File: src/rtl/base_align_left.sv
// Streaming byte realigner: drops the first i_samt bytes of a packet and packs the
// remaining bytes toward byte 0 across beat boundaries. One held beat, one packet in flight.
module base_align_left #(
    parameter int width = 128,
    localparam int bwidth = width / 8,
    localparam int swidth = $clog2(bwidth)
) (
    input  logic              clk,
    input  logic              reset_n,
    input  logic              i_v,
    output logic              i_r,
    input  logic [0:width-1]  i_d,
    input  logic              i_e,
    input  logic [0:swidth-1] i_samt,
    output logic              o_v,
    input  logic              o_r,
    output logic [0:width-1]  o_d,
    output logic              o_e,
    output logic [0:swidth]   o_c
);

    localparam logic [swidth:0] bw_c = (swidth + 1)'(bwidth);

    logic [0:width-1]  h_d_q;
    logic [0:width-1]  h_d_d;
    logic              h_v_q;
    logic              h_v_d;
    logic              h_e_q;
    logic              h_e_d;
    logic [swidth-1:0] s_q;
    logic [swidth-1:0] s_d;
    logic              f_q;
    logic              f_d;

    logic              in_x_s;
    logic              out_x_s;
    logic [swidth+3:0] lsh_s;
    logic [swidth+3:0] rsh_s;

    // Handshake and realigned output beat built from the held beat plus the head of i_d.
    always_comb begin
        in_x_s  = 1'b0;
        out_x_s = 1'b0;
        i_r     = 1'b0;
        o_v     = 1'b0;
        o_d     = {width{1'b0}};
        o_e     = 1'b0;
        o_c     = {(swidth + 1){1'b0}};
        // Byte 0 sits in the most significant bits, so a value left shift moves bytes toward 0.
        lsh_s   = {1'b0, s_q, 3'b000};
        rsh_s   = {bw_c - {1'b0, s_q}, 3'b000};

        i_r     = !h_v_q || (!h_e_q && o_r);
        o_v     = h_v_q && (h_e_q || i_v);
        in_x_s  = i_v && i_r;
        out_x_s = o_v && o_r;

        if (!h_v_q) begin
            o_d = {width{1'b0}};
            o_e = 1'b0;
            o_c = {(swidth + 1){1'b0}};
        end else if (h_e_q) begin
            o_d = h_d_q << lsh_s;
            o_e = 1'b1;
            o_c = bw_c - {1'b0, s_q};
        end else begin
            // A shift of a full beat (s_q == 0) yields zero, leaving a plain delay.
            o_d = (h_d_q << lsh_s) | (i_d >> rsh_s);
            o_e = 1'b0;
            o_c = bw_c;
        end
    end

    // Next-state: draining the end beat takes priority and blocks input for that cycle.
    always_comb begin
        h_d_d = h_d_q;
        h_v_d = h_v_q;
        h_e_d = h_e_q;
        s_d   = s_q;
        f_d   = f_q;

        if (out_x_s && h_e_q) begin
            h_v_d = 1'b0;
            h_e_d = 1'b0;
            f_d   = 1'b1;
        end else if (in_x_s) begin
            h_d_d = i_d;
            h_e_d = i_e;
            h_v_d = 1'b1;
            if (f_q) begin
                s_d = i_samt;
                f_d = 1'b0;
            end else begin
                s_d = s_q;
                f_d = f_q;
            end
        end else begin
            h_v_d = h_v_q;
        end
    end

    // State registers.
    always_ff @(posedge clk or negedge reset_n) begin
        if (!reset_n) begin
            h_d_q <= {width{1'b0}};
            h_v_q <= 1'b0;
            h_e_q <= 1'b0;
            s_q   <= {swidth{1'b0}};
            f_q   <= 1'b1;
        end else begin
            h_d_q <= h_d_d;
            h_v_q <= h_v_d;
            h_e_q <= h_e_d;
            s_q   <= s_d;
            f_q   <= f_d;
        end
    end

endmodule

File: config.mk
export PLATFORM = sky130hd
export DESIGN_NAME = base_align_left
export DESIGN_NICKNAME = d
export VERILOG_FILES = /design/src/rtl/base_align_left.sv
export SDC_FILE = /design/constraint.sdc
export NUM_CORES = 1
export LEC_CHECK = 0
export ABC_AREA = 1
export CORE_ASPECT_RATIO = 1.75
export CORE_UTILIZATION = 35
export DETAILED_ROUTE_END_ITERATION = 10
export GPL_TIMING_DRIVEN = 0
export PLACE_DENSITY = 0.6
export SLEW_MARGIN = 20
export SYNTH_ARGS = -nofsm -noshare
export SYNTH_HDL_FRONTEND = slang
export SYNTH_SLANG_ARGS = --single-unit
File: constraint.sdc
create_clock -name clk -period 7.5 [get_ports clk]
set_input_delay 1.875 -clock clk [delete_from_list [all_inputs] [get_ports clk]]
set_output_delay 1.875 -clock clk [all_outputs]
set_load 0.05 [all_outputs]
==> results of run 1 <==
[metal layers]
layer	overflow	GRT usage
met1	0	0.6790
met2	12	0.8566
met3	0	0.3968
met4	9	0.6433
met5	0	0.04228
[repair_timing]
item / in CTS
cloned: 0
gates resized for setup: 2
setup endpoints to repair: 17
[kinds of logic after synthesis]
group	after synthesis	synth area share
compound gates	124	0.03808
fa+ha+maj	1	0.0007676
buf+inv	350	0.09374
simple gates	2496	0.6601
flops	135	0.2074
[cells in the mapped netlist, drive strengths merged]
cell	count	area [µm²]
nand2	1459	5492
nand3	961	4832
buf	151	778.2
dfrtp	134	3353
inv	107	404.1
clkbuf	92	345.3
a21oi	71	355.3
o21ai	53	265.3
nand4	32	200.2
nor2	21	98.84
and2	16	100.1
nor3	7	35.03
dfstp	1	26.28
ha	1	12.51
[per-stage QoR]
step	area (µm²)	cells	utilization	TNS (ns)	hold slack [ns]
4_1_cts	20370	3994	0.4434	0	0.4717
3_5_place_dp	19780	3962	0.4307	0	0.4609
3_3_place_gp	19750	3961	0.4300	-123.38	0.4567
2_1_floorplan	16300	3106	-	0	0.4431
==> out/results.ini, run 1 <==
[status]
outcome=aborted with a tool error
lastStage=5_1_grt
tool.error=[ERROR GRT-0116] Global routing finished with congestion. Check the congestion regions in the DRC Viewer.

[synth]
synth_fp_nets=3244
ys_ff_latch=135
postSynthAreaPerCell_um2=5.247
synth_cell_types=25
synth_area_um2=16300
synth_seq_area_share=0.2074
ys_warn_count=0
synthCells=3106

[grt]
grt_first_pass_wirelength_mm=210.7
grt_pass1_vias=25960
grt_start_max_net_pins=91
grt_usage=0.6482
grt_remaining_overflow=21

[floorplanning]
rows=104
die_w_um=165.1
start_util=0.3548
die_h_um=287.5
io_pins=273

[cts]
clockBufferDepth=2
cts_max_level=4
cts-root-buf=clkbuf_16
post_cts_buffers=0
numCtsBuffers=17
clock-sinks=135
cts_hold_buffers=0

[placement]
io_buffers=272
globalplace.congestion=1.288
dp_slack_ns=0.2355
dp_hpwl_mm=116.6

==> run 2: changes to the inputs <==
Settings changed: CORE_ASPECT_RATIO 1.75 to default, CORE_UTILIZATION 35 to 20, PLACE_DENSITY 0.6 to default, PLACE_DENSITY_LB_ADDON from default to 0.15.
==> out/results.ini, run 2 <==
[status]
outcome=complete, but fails checks
violations=setup timing

[floorplanning]
die_h_um=287.5  ; unchanged
die_w_um=287.5  ; +74%
coreArea_um2=80550
rows=104  ; unchanged
start_util=0.2023  ; -0.1525
die_area_um2=82640
io_pins=273  ; unchanged

[cells_and_area]
registers.top_by_ff_count=h_d_q
post-route-util=0.2611
layout.nets=3536
final_common_cell=nand2_1
reg_top3=h_d_q (128), s_q (4)
drive_gt1_frac=0.05687
final_cell_mix=nand2_1, nand3_1, clkdlybuf4s50_1, dfrtp_1, buf_2
syn_to_final_growth_pct=29.05
final_area_um2=21030
largest_reg_flops=128

[setup_path]
startpoint_type=flop
endpoint_kind=output pin
cp_slowest_stage_delay_ns=0.87
crit_path_frequent_cell=buf_2
crit_arrival_ns=5.75
crit_type=reg -> out
worst-r2r-cell-count=8
r2r_slack_ns=4.44
reg2reg_to=h_d_q[1]
cp_slowest_cell=clkdlybuf4s50_1
r2r_start=h_e_q
cp_data_required_time_ns=5.62
critPathMaxFanout=10
crit_path_cell_trace=buf_2 > inv_1 > buf_2 > buf_2 > clkbuf_4 > ha_1 > buf_2 > clkbuf_1 > nor3_1 > nand2_1 > a21oi_1 > clkdlybuf4s50_1

[synth]
postSynthAreaPerCell_um2=5.247  ; unchanged
synth_area_um2=16300  ; unchanged
synthTopCellsByArea=nand2_1, nand3_1, dfrtp_1, buf_2, inv_1
synth_seq_area_share=0.2074  ; unchanged
synthCells=3106  ; unchanged
synth_fp_nets=3244  ; unchanged
synthTopCellsByCount=nand2_1, nand3_1, dfrtp_1
synth_ff_type=dfrtp_1
yosysMostFrequentCell=nand2_1
synth_cell_types=25  ; unchanged
synth.top_cell.area_share=0.3351  ; unchanged
synth_edf_count=0  ; unchanged
ys_ff_latch=135  ; unchanged
ys_warn_count=0  ; unchanged
synth_top_cell_by_area=nand2_1
synthArstFlopShare=1.000  ; unchanged

[placement]
dpl-instance-area_um2=20380  ; +3.0%
globalplace.congestion=1.069  ; -17%
io_buffers=272  ; unchanged
dp_hpwl_mm=143.9  ; +23%

[cts]
clockBufferDepth=2  ; unchanged
cts_hold_buffers=0  ; unchanged
post_cts_buffers=0  ; unchanged
clk_latency_ns=0.52
path_clk_slew_ns=0.09
numCtsBuffers=17  ; unchanged
clock-sinks=135  ; unchanged
cts_tree=built
cts_max_level=4  ; unchanged
cts-root-buf=clkbuf_16

[routing]
wl_mm=167.7
drt-vias-per-instance=5.530
antenna_left=0
wire_per_inst_um=37.50
drt_first_pass_iters=6
num_vias=24730
drc=0
drt_iter0_markers=3545

[run]
max_cap_viol_count=0

[timing]
worst_pin_slew_ns=1.164
clock_skew_ns=0.02478
period_share=1.016
rsz0062_at_grt=false
worst_slack_ns=-0.1215
relSlewSlack=0.2241
hold_viol_final=0
period_minus_slack_ns=7.621
setup_viol=27
fmax_mhz=131.2
finalMaxSlewViolations=0

[hold_path]
whs_path_depth=2
hold-path-endpoint=f_q
hp-class=reg -> reg
hp-start=f_q

[grt]
grt_usage=0.3968
grt_antenna_before_repair=10
grt_remaining_overflow=0
grt_start_max_net_pins=78
grt_pass1_vias=23250
grt_first_pass_wirelength_mm=216.0

-- run 2: cell counts after synthesis --
No cell type changed its count.
-- run 2: worst max-delay path by stage --
stage / start / endpoint / slack, ns / depth (start not counted)
2_1_floorplan: i_d[12] / o_d[84] / 2.56 / 7
3_3_place_gp: reset_n / h_v_q / -1.64 / 1
3_5_place_dp: s_q[1] / o_d[38] / -0.07 / 14
4_1_cts: s_q[1] / o_d[101] / 0.003 / 16
5_1_grt: s_q[1] / o_d[118] / 0.01 / 16
6_report: s_q[1] / o_d[2] / -0.12 / 12
-- run 2: layout make-up --
class | instances | area (µm²)
antenna | 1 | 2.502
buffer | 243 | 1150
clock buffer | 17 | 425.4
clock inverter | 15 | 160.2
fill | 9659 | 59510
inverter | 107 | 404.1
multi-input combinational | 2621 | 11430
sequential | 135 | 3379
tap | 1060 | 1326
timing repair buffer | 273 | 2754
-- run 2: kinds of logic after synthesis --
group	Yosys count	synth area share
adder cells (fa/ha/maj)	1	0.0007676
AO/OA/AOI/OAI	124	0.03808
buffers and inverters	350	0.09374
flip-flops	135	0.2074
AND/OR/NAND/NOR	2496	0.6601
-- run 2: routing by layer --
layer,vias to the layer above,track usage,part of all wire,wire [µm]
met2,1483,0.5942,0.42,70930
met1,12160,0.5260,0.43,71650
met5,-,0,0.000060,10
li1,10780,-,-,-
met4,2,0.2467,0.071,11950
met3,302,0.06838,0.079,13170
-- run 2: per-stage QoR --
stage | setup TNS, ns | hold WS, ns | instances | setup WS (ns)
3_3_place_gp | -213.19 | 0.4593 | 4438 | -1.639
4_1_cts | 0 | 0.4747 | 4471 | 0.003368
5_1_grt | 0 | 0.5168 | 4471 | 0.01052
2_1_floorplan | 0 | 0.4431 | 3106 | 2.563
3_5_place_dp | -0.1121 | 0.4629 | 4439 | -0.06917
6_report | -1.274 | 0.4680 | 4472 | -0.1215
-- run 2: repair_timing --
item | in CTS | in global routing
endpoints found under the setup margin | 86 | 34
endpoints found under the hold margin | 0 | 0
pin swaps | 0 | 0
gates resized for setup | 38 | 16
-- run 2: critical path: cells and delay by family (launching register included) --
family | cells | cell delay [ns]
flops | 1 | 0.37
buf+inv | 8 | 3.19
fa+ha+maj | 1 | 0.36
simple gates | 2 | 0.93
compound gates | 1 | 0.32
Power of run 2 is not shown: default switching activity piles up to over one toggle a cycle in this logic, so the estimate is an artifact.
